`config.mk`:
```
export PLATFORM = sky130hd
export DESIGN_NAME = fft_read_ram
export DESIGN_NICKNAME = d
export VERILOG_FILES = /design/src/rtl/fft_read_ram.sv
export SDC_FILE = /design/constraint.sdc
export NUM_CORES = 1
export LEC_CHECK = 0
export ABC_AREA = 1
export CAP_MARGIN = 20
export CORE_MARGIN = 2
export CORE_UTILIZATION = 55
export DETAILED_ROUTE_END_ITERATION = 10
export DONT_BUFFER_PORTS = 1
export PLACE_DENSITY_LB_ADDON = 0.08
export SETUP_SLACK_MARGIN = 0.02
export SLEW_MARGIN = 10
export SYNTH_ARGS = -nofsm -noshare
export SYNTH_HDL_FRONTEND = slang
export SYNTH_SLANG_ARGS = --single-unit
```
`constraint.sdc`:
```
create_clock -name clk_in -period 1.55 [get_ports clk_in]
set_input_delay 0.31 -clock clk_in [delete_from_list [all_inputs] [get_ports clk_in]]
set_output_delay 0.31 -clock clk_in [all_outputs]
set_load 0.02 [all_outputs]
```
`src/rtl/fft_read_ram.sv`:
```
// Readback stage for the FFT result buffer: reads a 2^AWIDTH-entry RAM once per
// frame (linear or bit-reversed) and streams {im, re} samples on valid/ready.
module fft_read_ram #(
    parameter int AWIDTH = 7,
    parameter int DWIDTH = 32,
    parameter int BITREV = 1
) (
    input  logic                clk_in,
    input  logic                rst_n_in,
    input  logic                en_in,
    output logic                ready_out,
    output logic                done,
    output logic                rd_en,
    output logic [AWIDTH-1:0]   rd_addr,
    input  logic [DWIDTH-1:0]   rd_q,
    output logic                out_vld,
    input  logic                out_rdy,
    output logic [DWIDTH/2-1:0] out_im,
    output logic [DWIDTH/2-1:0] out_re,
    output logic                out_last
);

    localparam int HW = DWIDTH / 2;

    typedef enum logic [1:0] {
        IDLE,
        READ,
        DRAIN
    } state_t;

    typedef struct packed {
        logic          last;
        logic [HW-1:0] im;
        logic [HW-1:0] re;
    } entry_t;

    state_t            state_q, state_d;
    logic [AWIDTH-1:0] cnt_q, cnt_d;
    logic              inflight_q;
    logic              inflight_last_q;
    entry_t            buf_q [2];
    logic              wr_ptr_q;
    logic              rd_ptr_q;
    logic [1:0]        count_q, count_d;
    logic              done_q, done_d;

    logic              push;
    logic              pop;
    logic              issue;
    logic [1:0]        occ;
    logic              is_final_idx;
    entry_t            head;

    function automatic logic [AWIDTH-1:0] bit_reverse(input logic [AWIDTH-1:0] a);
        logic [AWIDTH-1:0] r;
        for (int i = 0; i < AWIDTH; i++) begin
            r[i] = a[AWIDTH-1-i];
        end
        return r;
    endfunction

    assign head         = buf_q[rd_ptr_q];
    assign out_vld      = (count_q != 2'd0);
    assign pop          = out_vld && out_rdy;
    assign push         = inflight_q;
    // Credit: buffered + in-flight samples, the read latency is hidden by keeping this <= 2.
    assign occ          = count_q + {1'b0, inflight_q};
    assign is_final_idx = (cnt_q == {AWIDTH{1'b1}});

    // NOTE: every signal driven here gets a default first, so no path leaves it unassigned (no latch).
    always_comb begin
        state_d = state_q;
        cnt_d   = cnt_q;
        issue   = 1'b0;
        done_d  = 1'b0;
        case (state_q)
            IDLE: begin
                if (en_in) begin
                    state_d = READ;
                    cnt_d   = '0;
                end
            end
            READ: begin
                issue = (occ < 2'd2) || ((occ == 2'd2) && pop);
                if (issue) begin
                    cnt_d = cnt_q + 1'b1;
                    if (is_final_idx) begin
                        state_d = DRAIN;
                    end
                end
            end
            DRAIN: begin
                // The last-tagged entry is the final sample; popping it empties the pipeline.
                if (pop && head.last) begin
                    state_d = IDLE;
                    done_d  = 1'b1;
                end
            end
            default: state_d = IDLE;
        endcase
    end

    always_comb begin
        count_d = count_q;
        case ({push, pop})
            2'b10:   count_d = count_q + 2'd1;
            2'b01:   count_d = count_q - 2'd1;
            default: count_d = count_q;
        endcase
    end

    assign rd_en     = issue;
    assign rd_addr   = (BITREV != 0) ? bit_reverse(cnt_q) : cnt_q;
    assign ready_out = (state_q == IDLE);
    assign done      = done_q;
    assign out_im    = head.im;
    assign out_re    = head.re;
    assign out_last  = head.last;

    // NOTE: sequential state uses non-blocking assignments so all registers update together at the edge.
    always_ff @(posedge clk_in or negedge rst_n_in) begin
        if (!rst_n_in) begin
            state_q         <= IDLE;
            cnt_q           <= '0;
            inflight_q      <= 1'b0;
            inflight_last_q <= 1'b0;
            wr_ptr_q        <= 1'b0;
            rd_ptr_q        <= 1'b0;
            count_q         <= 2'd0;
            done_q          <= 1'b0;
            // NOTE: the 2-entry buffer is reset because out_* expose the head entry directly.
            buf_q[0]        <= '0;
            buf_q[1]        <= '0;
        end else begin
            state_q         <= state_d;
            cnt_q           <= cnt_d;
            inflight_q      <= issue;
            inflight_last_q <= issue && is_final_idx;
            count_q         <= count_d;
            done_q          <= done_d;
            if (push) begin
                buf_q[wr_ptr_q] <= '{last: inflight_last_q,
                                     im:   rd_q[DWIDTH-1:HW],
                                     re:   rd_q[HW-1:0]};
                wr_ptr_q        <= ~wr_ptr_q;
            end
            if (pop) begin
                rd_ptr_q <= ~rd_ptr_q;
            end
        end
    end

endmodule

```
# Yosys cells after proc, flatten, opt, wreduce, memory -nomap -nowiden
# Index checks and enable logic that the tools add are counted.
# totals
reg_bits,82
inputBits,36
# classes
addsub,4
magnitude_cmp,4
n_eq_ne,10
muxes,18
bitwise_logic,4
n_reduce_logical,12
# op_table
op,n
$mux W33,4
$bwmux W66,1
$demux W33 S1,1
$mux W7,2
$pmux W7 S2,1
$mux W2,4
$ne A2 B2 Y1 const B,4
$add A7 B1 Y7 const B,1
$eq A7 B7 Y1 const B,1
$eq A2 B2 Y1 const B,3
$pmux W2 S3,1
$reduce_bool A2 Y1,3
$logic_and A1 B1 Y1,5
$eq A2 B1 Y1 const B,2
$ge A2 B2 Y1 const B,2
$not A1 Y2,2
$pmux W2 S2,1
$reduce_and A4 Y1,1
$mux W1,3
$reduce_and A3 Y1,1
$add A2 B1 Y2,1
$add A2 B1 Y2 const B,1
$logic_not A2 Y1,1
$lt A2 B1 Y1 const B,1
4 further kinds,5

# Longest topological paths before layout
# Gate-level depths: netlist (run 1).
# logic_depth
depth_word,7
mapped_depth,9
depth_no_buf,9

# Worst setup path after synthesis (run 1)
# Ideal clock, no wire load.
# synth_path
kind,register to output
start,reg count_q[0]
end,out rd_en
arrival_ps,1266
path_slack_ps,-26
stages_incl_launch_ff,8
n_path_buf,1
cell_sequence,dfrtp_1 -> ha_1 -> inv_1 -> nand3_2 -> nand2_2 -> nand2_2 -> buf_6 -> inv_1
# synth_between
elab_chain_len,5
word_cells_on_any_way,8
cone_classes,add/sub: 1; order compare: 1; eq/ne: 1; mux: 1; reduce/logical: 4
# synth_rtl
item,line_no,source
start: declaration,44,"logic [1:0] count_q, count_d;"
start signal: assignment,139,count_q <= count_d;
$add A2 B1 Y2 / $reduce_bool A2 Y1 (equally long branches),"67, 63",
$eq A2 B2 Y1 / $logic_and A1 B1 Y1 (equally long branches),"84, 64",
$logic_and A1 B1 Y1,84,issue = (occ < 2'd2) || ((occ == 2'd2) && pop);
$logic_or A1 B1 Y1 *,84,
$mux W1 *,76,case (state_q)
end: declaration,13,"output logic rd_en,"
# Every way passes the cells marked *; elsewhere a longest branch is shown, timed or not.

# Worst setup path after layout (run 1)
# layout_path
start,reg inflight_q
end,out rd_en
# layout_between
elab_chain_len,5
word_cells_on_any_way,6
cone_classes,add/sub: 1; order compare: 1; eq/ne: 1; mux: 1; reduce/logical: 2
# layout_rtl
item,line_no,source
start: declaration,39,logic inflight_q;
start signal: assignment,137,inflight_q <= issue;
$add A2 B1 Y2 *,67,"assign occ = count_q + {1'b0, inflight_q};"
$eq A2 B2 Y1,84,
$logic_and A1 B1 Y1,84,
$logic_or A1 B1 Y1 *,84,
$mux W1 *,76,
# Marked as above.

==> metrics.txt, run 1 <==
syn_area_per_cell=8.064 µm²; fin crit period=1.744 ns; chip width=86.57 µm; CTS H-tree lvls=3; Setup CP Type=reg2out; RePlAce Congestion=0.7612; CTS buffer count=9; Setup Skew=0.009207 ns; setup slack after layout=-0.1945 ns; fin nets=526; Async S/R FF share, synth=1.000; RSZ-0062 raised after global routing=yes; Via Count=3,052; leading cell types by count after synthesis=nand2_1 (202), dfrtp_1 (82), inv_1 (45), o21ai_0 (37), o21ai_1 (26); pwr dens=2462 mW/mm²; starting density of the core=0.5612; clk_lat worst skew=0.35 ns; CP Data Required Time=1.24 ns; final slew viol count=0; Vias/cell=5.336; Post-Syn Area=0.003750 mm²; Sw Ratio=0.4574; Top-Level Pins=80; post-DP HPWL=4761 µm; power share of the combinational group=0.555; largest net degree at the start of global routing=83; failing checks=negative hold slack, negative setup slack; CP Capture Type=output pin; Post-Syn Nets=504; clock network fraction of total power=0.133; Seq cells post-synth=82; CTS tree=built; met1 usage=0.3270; endpoints failing hold=82; max-cap violations=0; Reg area=0.002052 mm²; Hold WC Path Type=in2async; Pint=6910 µW; Final Core Density=0.7742; switching pwr=5826 µW; leading area contributor after synthesis=dfrtp_1; Yosys cell types=22; Num Clock Sinks=82; Synth Instances=465; Post-route DRC=0; initial antenna violation count=0; VDD IR max=1406 µV; R2R Setup Slk=0.05 ns; slowest CP cell=dfrtp_1; M3 GR Usage=0.05333; synth warn=0; top-count cell post-synth=nand2_1; Post-synth EDFFs=0; launching element type of the critical path=flop; worst path cell trace=ha_1 -> inv_1 -> nand3_2 -> nand2_2 -> nand2_4 -> clkinvlp_4; core area=0.006681 mm²; Worst Path Arrival=1.43 ns; Cell Rows=30; CP peak stage delay=0.39 ns; leading post-synthesis cells by cell area=dfrtp_1 (55%), nand2_1 (20%), o21ai_0 (4.9%), inv_1 (4.5%), o21ai_1 (3.5%); Die Ht=86.57 µm; CTS root buf=clkbuf_8; gr ovfl total=0; WL per Instance=15.69 µm; Pre-Repair DR Iteration Count=4; port bufs=0; Final period util=1.125; Multi-input gate area=0.002120 mm²; final setup TNS=-3.521 ns; Worst-Margin Slew=0.3681 ns; Final ANT Viol Nets=0; met2 Use GR=0.4308; Synth top area share=0.5472; area growth from synthesis to layout=37.94%; Worst Hold Slack=-0.3560 ns; GRT Total Usage=0.2579; GRT busiest layer=met2; Die ar.=0.007494 mm²; worst relative slew slack=0.7546; Antenna Cells=0; Max Clk Rate=0.5732 GHz; vias in the first global route=3,053; Clock Path Buffers=2; Filler cells=460; Primary FF master, synth=dfrtp_1; run status=finished, violations left; Detailed Route Iter0 Violations=128; final wirelength=8976 µm; sequential share of the synthesized area=0.5472; Crit Path Max Fanout=2; share of layout cells above drive strength 1=0.3537; first-pass GRT wire length=14,750 µm; Sequential Power Share=0.312; clock-pin slew on the worst setup and hold paths=0.08 ns; setup violators final=34; leak pwr=0.002724 µW
path summary, 6_finish.rpt:
check / depth (start not counted) / to / start
hold reg to reg: 2 / buf_q[2]$_DFFE_PN0P_ / buf_q[2]$_DFFE_PN0P_
hold / removal: 0 / buf_q[19]$_DFFE_PN0P_ / rst_n_in
max in group asynchronous: 0 / done$_DFF_PN0_ / rst_n_in
min in group clk_in: 2 / buf_q[59]$_DFFE_PN0P_ / rd_q[26]
setup / recovery: 6 / rd_en / inflight_q$_DFF_PN0_
setup reg to reg: 10 / cnt_q[3]$_DFFE_PN0P_ / inflight_q$_DFF_PN0_
power groups by stage:
stage                     sequential (µW)  combinational, µW  clock [µW]
after floorplan                      3560               3420           0
after global placement               3570               4220           0
after detailed placement             3610               4300           0
after CTS                            3870               6620        1730
after global routing                 4080               7640        1820
final                                3970               7070        1700
flip-flops by register name, summed over array words and instances, names as in the netlist:
register / cells
buf_q: 66
cnt_q: 7
count_q: 2
state_q: 2
done: 1
inflight_last_q: 1
inflight_q: 1
rd_ptr_q: 1
wr_ptr_q: 1
routing by layer:
layer  up-vias  wire [µm]  share of wire
li1       1497          -              -
met1      1467       3887           0.43
met2        71       4462           0.50
met3        17        431          0.048
met4         0        195          0.022
met5         -          0              0
layout by cell type, fill, tap and decap left out, drive strengths merged:
cell and count:
nand2 207, dfrtp 82, o21ai 69, inv 46
buf 32, nand3 15, nor2 12, clkbuf 12
xor2 3, ha 3, clkinvlp 2, xnor2 2
bufinv 2, clkinv 2, o21a 1, or2 1
a21oi 1
critical path, delay by kind of cell, from the launching register on:
kind                       cells  cell delay (ns)
DFF                            1             0.39
and+or+nand+nor                3             0.23
adders and majority gates      1             0.29
buffers and inverters          2             0.19
per-stage QoR:
stage	hold slack [ns]	cell area, µm²	total power [µW]	setup slack [ns]	std cells
floorplan	0.01441	3754	6979	0.01685	465
global placement	0.01683	3895	7795	0.1528	541
detailed placement	0.01615	3895	7908	0.09597	541
CTS	-0.3672	4992	12230	-0.2165	571
global route	-0.3695	5172	13540	-0.2745	572
finish	-0.3560	5172	12740	-0.1945	572
layout make-up:
class | instances | share of cell area
well taps | 80 | 0.01935
clock buffers | 11 | 0.02733
flip-flops and latches | 82 | 0.3967
repair buffers | 33 | 0.09652
inverters | 47 | 0.03532
clock inverters | 5 | 0.01500
multi-input cells | 314 | 0.4098
cells by family after synthesis:
kind of cell / Yosys count / share of synthesized area
xor gates and xnor gates: 5 / 0.01168
and+or+nand+nor: 235 / 0.2469
DFF: 82 / 0.5472
buffers and inverters: 69 / 0.08275
AOI/OAI and AO/OA: 71 / 0.1014
adders and majority gates: 3 / 0.01001
timing repair:
item	4_1_cts	5_1_grt
endpoints found under the setup margin	34	57
buffers inserted	9	1
endpoints found under the hold margin	82	82
pin swaps	28	34
gates cloned	6	1
resized for setup	185	37
(Power assumes the default switching activity.)
==> run 2: changes to the inputs <==
PLACE_DENSITY_LB_ADDON = 0.3   (was 0.08)
REMOVE_ABC_BUFFERS = 1   (was not set)
==> run 2 against run 1 <==
Effect of this change: the flow still finishes with violations (negative hold slack, negative setup slack); clock skew rose by 0.0017 ns; fmax rose by 2.4%; combinational power fell by 1%; register-to-register slack barely moved; sequential power rose by 1%; critical path type unchanged.
==> metrics.txt, run 2 (synthesis gave the netlist of run 1 again) <==
run status=finished, violations left (unchanged); failing checks=negative hold slack, negative setup slack (unchanged); commonest non-fill, non-tap cell in the layout=nand2_1 (unchanged); clock-pin slew on the worst setup and hold paths=0.09 ns (was 0.08 ns); top flop regs=buf_q: 66 flops, cnt_q: 7 flops (unchanged); most frequent cells in the layout=nand2_1 (103), nand2_4 (89), dfrtp_1 (81), inv_1 (42), o21ai_0 (37) (was nand2_1 (98), nand2_4 (82), dfrtp_1 (82), inv_1 (43), o21ai_0 (36)); Final period util=1.100 (was 1.125); Setup CP Type=reg2out (unchanged); Die Ht=86.57 µm (unchanged); CTS root buf=clkbuf_8 (unchanged); area growth from synthesis to layout=36.37% (was 37.94%); post-DP HPWL=4530 µm (was 4761 µm); Post-route DRC=0 (unchanged); CP Data Required Time=1.24 ns (about the same); share of layout cells above drive strength 1=0.3388 (was 0.3537); largest net degree at the start of global routing=83 (unchanged); Antenna Cells=0 (unchanged); leak pwr=0.002735 µW (was 0.002724 µW); Hold WC Path Type=in2async (unchanged); Num Clock Sinks=82 (unchanged); Die ar.=0.007494 mm² (unchanged); setup slack after layout=-0.1544 ns (was -0.1945 ns); RSZ-0062 raised after global routing=yes (unchanged); Worst Hold Slack=-0.3622 ns (was -0.3560 ns); CTS H-tree lvls=3 (unchanged); WL per Instance=16.66 µm (was 15.69 µm); max FFs per register=66 (unchanged); launching element type of the critical path=flop (unchanged); Pre-Repair DR Iteration Count=5 (was 4); clk_lat worst skew=0.35 ns (about the same); VDD IR max=1756 µV (was 1406 µV); Max Clk Rate=0.5867 GHz (was 0.5732 GHz); Final ANT Viol Nets=0 (unchanged); Vias/cell=5.437 (was 5.336); Largest Register=buf_q (unchanged); final wirelength=9499 µm (was 8976 µm); CTS tree=built (unchanged); worst relative slew slack=0.7483 (was 0.7546); RePlAce Congestion=0.7730 (was 0.7612); fin crit period=1.704 ns (was 1.744 ns); R2R Setup Slk=0.06 ns (was 0.05 ns); Worst Path Arrival=1.39 ns (was 1.43 ns); Cell Rows=30 (unchanged); endpoints failing hold=82 (unchanged); final setup TNS=-3.002 ns (was -3.521 ns); vias in the first global route=3,064 (was 3,053); Top-Level Pins=80 (unchanged); Via Count=3,099 (was 3,052); port bufs=0 (unchanged); setup violators final=34 (unchanged); CTS buffer count=9 (unchanged); Clock Path Buffers=2 (unchanged); Filler cells=465 (was 460); chip width=86.57 µm (unchanged); final slew viol count=0 (unchanged); Setup Skew=0.01094 ns (was 0.009207 ns); Pwr Total=12,570 µW (was 12,740 µW); CP Capture Type=output pin (unchanged); gr ovfl total=0 (unchanged); first-pass GRT wire length=15,330 µm (was 14,750 µm); starting density of the core=0.5612 (unchanged); Worst-Margin Slew=0.3776 ns (was 0.3681 ns); GRT Total Usage=0.2685 (was 0.2579); initial antenna violation count=0 (unchanged); pwr dens=2458 mW/mm² (was 2462 mW/mm²); core area=0.006681 mm² (unchanged); fin nets=524 (was 526); Detailed Route Iter0 Violations=103 (was 128); max-cap violations=0 (unchanged); Crit Path Max Fanout=3 (was 2)
-- run 2: cell type report --
cell class              count  area [µm²]  share of cell area
inverters                  47       186.4             0.03646
flip-flops and latches     82        2053              0.4015
well taps                  80       100.1             0.01957
multi-input cells         314        2097              0.4101
repair buffers             31       480.5             0.09396
clock inverters             4       51.30             0.01003
clock buffers              12       145.1             0.02838
-- run 2: worst paths after layout --
path                                        start  cells past startpoint                     to
hold reg to reg             buf_q[13]$_DFFE_PN0P_                      2  buf_q[13]$_DFFE_PN0P_
max in group asynchronous                rst_n_in                      0  buf_q[65]$_DFFE_PN0P_
hold / removal                           rst_n_in                      0  buf_q[13]$_DFFE_PN0P_
min in group clk_in                      rd_q[19]                      2  buf_q[52]$_DFFE_PN0P_
setup / recovery           count_q[0]$_DFFE_PN0P_                      6                  rd_en
setup reg to reg           count_q[0]$_DFFE_PN0P_                      9   cnt_q[6]$_DFFE_PN0P_
-- run 2: power breakdown --
part           leakage (µW)  internal (µW)  switching [µW]
clock network     0.0000966            791             769
logic               0.00162           2780            4200
registers           0.00102           3090             932
-- run 2: repair_timing --
action / 4_1_cts / 5_1_grt
pin swaps: 33 / 25
gates cloned: 8 / 1
hold endpoints to repair: 82 / 82
setup buffers: 11 / 2
resized for setup: 182 / 31
endpoints found under the setup margin: 34 / 41
-- run 2: metal layers --
metal	GRT usage	part of all wire
met1	0.3543	0.42
met2	0.4490	0.51
met3	0.05810	0.053
met4	0.07813	0.016
met5	0	0
-- run 2: worst max-delay path, cell delays in order (launching register included) --
cell	delay [ns]
dfrtp_2	0.45
ha_4	0.22
inv_2	0.05
nand3_2	0.08
nand2_2	0.08
nand2_2	0.07
inv_4	0.09
-- run 2: stage by stage --
| step | utilization | cell area (µm²) | setup slack (ns) | std cells |
|---|---|---|---|---|
| CTS | 0.7534 | 5034 | -0.2116 | 571 |
| global placement | 0.5805 | 3879 | 0.1152 | 536 |
| finish | 0.7654 | 5114 | -0.1544 | 570 |
| floorplan | - | 3616 | -0.4221 | 443 |
| detailed placement | 0.5805 | 3879 | 0.08577 | 536 |
| global route | 0.7654 | 5114 | -0.2101 | 570 |
==> run 3: changes to the inputs <==
CORE_UTILIZATION = 35   (was 55)
==> run 3 against run 2 <==
Effect of this change: the run still ends with negative hold slack, negative setup slack left; setup slack worse by 0.014 ns; sequential power is 3% lower; final area is 1.8% higher; cell count is 11% higher; critical path type unchanged; critical endpoint unchanged; largest power group unchanged.
==> metrics.txt, run 3 (synthesis gave the netlist of run 1 again) <==
Largest Register=buf_q (unchanged); R2R depth=10 (was 9); Vias/cell=4.792 (was 5.437); worst path cell trace=ha_4 -> inv_2 -> nand3_2 -> nand2_2 -> nand2_4 -> inv_4 (was ha_4 -> inv_2 -> nand3_2 -> nand2_2 -> nand2_2 -> inv_4); largest net degree at the start of global routing=83 (unchanged); Pre-Repair DR Iteration Count=4 (was 5); Final period util=1.109 (was 1.100); Worst Path Arrival=1.41 ns (was 1.39 ns); max FFs per register=66 (unchanged); VDD IR max=1149 µV (was 1756 µV); initial antenna violation count=0 (unchanged); area growth from synthesis to layout=38.77% (was 36.37%); Worst-Margin Slew=0.3884 ns (was 0.3776 ns); worst relative slew slack=0.7411 (was 0.7483); final slew viol count=0 (unchanged); final wirelength=9315 µm (was 9499 µm); largest delay contributor family on the critical path=flip-flops (unchanged); wl on met1=4211 µm (was 3984 µm); slowest CP cell=dfrtp_1 (was dfrtp_2); first-pass GRT wire length=15,370 µm (was 15,330 µm); fin crit period=1.718 ns (was 1.704 ns); cell area after layout=0.005204 mm² (was 0.005114 mm²); Met3 Wirelength=531 µm (was 506 µm); top flop regs=buf_q: 66 flops, cnt_q: 7 flops (unchanged); met2 wire len=4489 µm (was 4855 µm); Worst setup startpoint=inflight_q$_DFF_PN0_ (was count_q[0]$_DFFE_PN0P_); Post-route DRC=0 (unchanged); CTS tree=built (unchanged); CTS buffer count=9 (unchanged); setup violators final=34 (unchanged); Die ar.=0.01156 mm² (was 0.007494 mm²); chip width=107.5 µm (was 86.57 µm); r2r startpoint=inflight_q$_DFF_PN0_ (was count_q[0]$_DFFE_PN0P_); Clock Path Buffers=2 (unchanged); CP Depth=6 (unchanged); most frequent cells in the layout=nand2_1 (111), dfrtp_1 (81), nand2_4 (78), inv_1 (42), o21ai_0 (37) (was nand2_1 (103), nand2_4 (89), dfrtp_1 (81), inv_1 (42), o21ai_0 (37)); RSZ-0062 raised after global routing=yes (unchanged); Via Count=3,024 (was 3,099); R2R Path End=cnt_q[1]$_DFFE_PN0P_ (was cnt_q[6]$_DFFE_PN0P_); Worst Hold Slack=-0.3529 ns (was -0.3622 ns); commonest non-fill, non-tap cell in the layout=nand2_1 (unchanged); Num Clock Sinks=82 (unchanged); failing checks=negative hold slack, negative setup slack (unchanged); Bufs and invs on worst path=2 (unchanged); pwr dens=2455 mW/mm² (was 2458 mW/mm²); Max Clk Rate=0.5820 GHz (was 0.5867 GHz); fin nets=529 (was 524); clock-pin slew on the worst setup and hold paths=0.08 ns (was 0.09 ns); Die Ht=107.5 µm (was 86.57 µm); gr ovfl total=0 (unchanged); R2R Setup Slk=0 ns (was 0.06 ns); Top-Level Pins=80 (unchanged); Top Metal Used=met4 (unchanged); CP Capture Type=output pin (unchanged); Setup CP Type=reg2out (unchanged); clk_lat worst skew=0.34 ns (was 0.35 ns); Final ANT Viol Nets=0 (unchanged); CTS H-tree lvls=3 (unchanged); CP peak stage delay=0.42 ns (was 0.45 ns); starting density of the core=0.3616 (was 0.5612); max-cap violations=0 (unchanged); Setup Skew=0.004075 ns (was 0.01094 ns); final setup TNS=-2.542 ns (was -3.002 ns); Crit Path Max Fanout=2 (was 3); leak pwr=0.002713 µW (was 0.002735 µW); run status=finished, violations left (unchanged); Cell Rows=37 (was 30); vias in the first global route=3,067 (was 3,064); Detailed Route Iter0 Violations=205 (was 103); launching element type of the critical path=flop (unchanged); Hold WC Path Type=in2async (unchanged); CP Data Required Time=1.24 ns (about the same); WL per Instance=14.76 µm (was 16.66 µm); share of layout cells above drive strength 1=0.3374 (was 0.3388); Filler cells=978 (was 465); core area=0.01037 mm² (was 0.006681 mm²); DP Area=0.003964 mm² (was 0.003879 mm²); RePlAce Congestion=0.7592 (was 0.7730); post-DP HPWL=5071 µm (was 4530 µm); port bufs=0 (unchanged); setup slack after layout=-0.1683 ns (was -0.1544 ns); CTS root buf=clkbuf_8 (unchanged); endpoints failing hold=82 (unchanged); Antenna Cells=0 (unchanged); GRT Total Usage=0.1719 (was 0.2685)
run 3: cell types whose count changed in the layout (fill, tap and decap cells not counted), moves of 2 or more:
| cell | change |
|---|---|
| buf_16 | -2 |
| nand2_1 | +8 |
| clkbuf_1 | -2 |
| bufinv_16 | +2 |
| buf_4 | +3 |
| buf_12 | +2 |
| nand2_2 | +2 |
| nand2_4 | -11 |
| buf_6 | +3 |
run 3: area by class of cell:
type / instances / area, µm² / share of cell area
clock inverter: 7 / 117.6 / 0.02260
clock buffer: 9 / 123.9 / 0.02380
sequential: 82 / 2053 / 0.3946
inverter: 47 / 181.4 / 0.03486
multi-input combinational: 314 / 2051 / 0.3941
timing repair buffer: 36 / 506.7 / 0.09738
tap: 136 / 170.2 / 0.03270
run 3: power by group:
part / switching [µW] / internal, µW
Combinational: 4140 / 2900
Sequential: 808 / 3090
Clock: 772 / 1070
run 3: metal layers:
metal	global-route usage	vias to the layer above
li1	-	1486
met1	0.2181	1453
met2	0.2880	79
met3	0.05327	6
met4	0.03846	0
met5	0	-
run 3: metrics by stage:
step	setup slack, ns	instances	total power (µW)	hold slack (ns)	util
after floorplan	-0.4221	443	6694	0.01441	-
after global placement	0.1159	594	7849	0.01619	0.3822
after detailed placement	0.06040	594	7986	0.01616	0.3822
after CTS	-0.2111	627	12420	-0.3776	0.4867
after global routing	-0.2563	631	13700	-0.3847	0.5018
final	-0.1683	631	12780	-0.3529	0.5018
run 3: how the worst max path moves through the flow:
stage / endpoint
after global routing: rd_en
after floorplan: state_q[1]$_DFFE_PN0P_
final: rd_en
after CTS: rd_en
after global placement: rd_en
after detailed placement: cnt_q[5]$_DFFE_PN0P_
run 3: repair_timing:
| action | in CTS | in global routing |
|---|---|---|
| gates cloned | 6 | 1 |
| setup endpoints to repair | 33 | 43 |
| setup buffers | 11 | 7 |
| pin swaps | 36 | 17 |
| hold endpoints to repair | 82 | 82 |
| gates resized for setup | 157 | 46 |
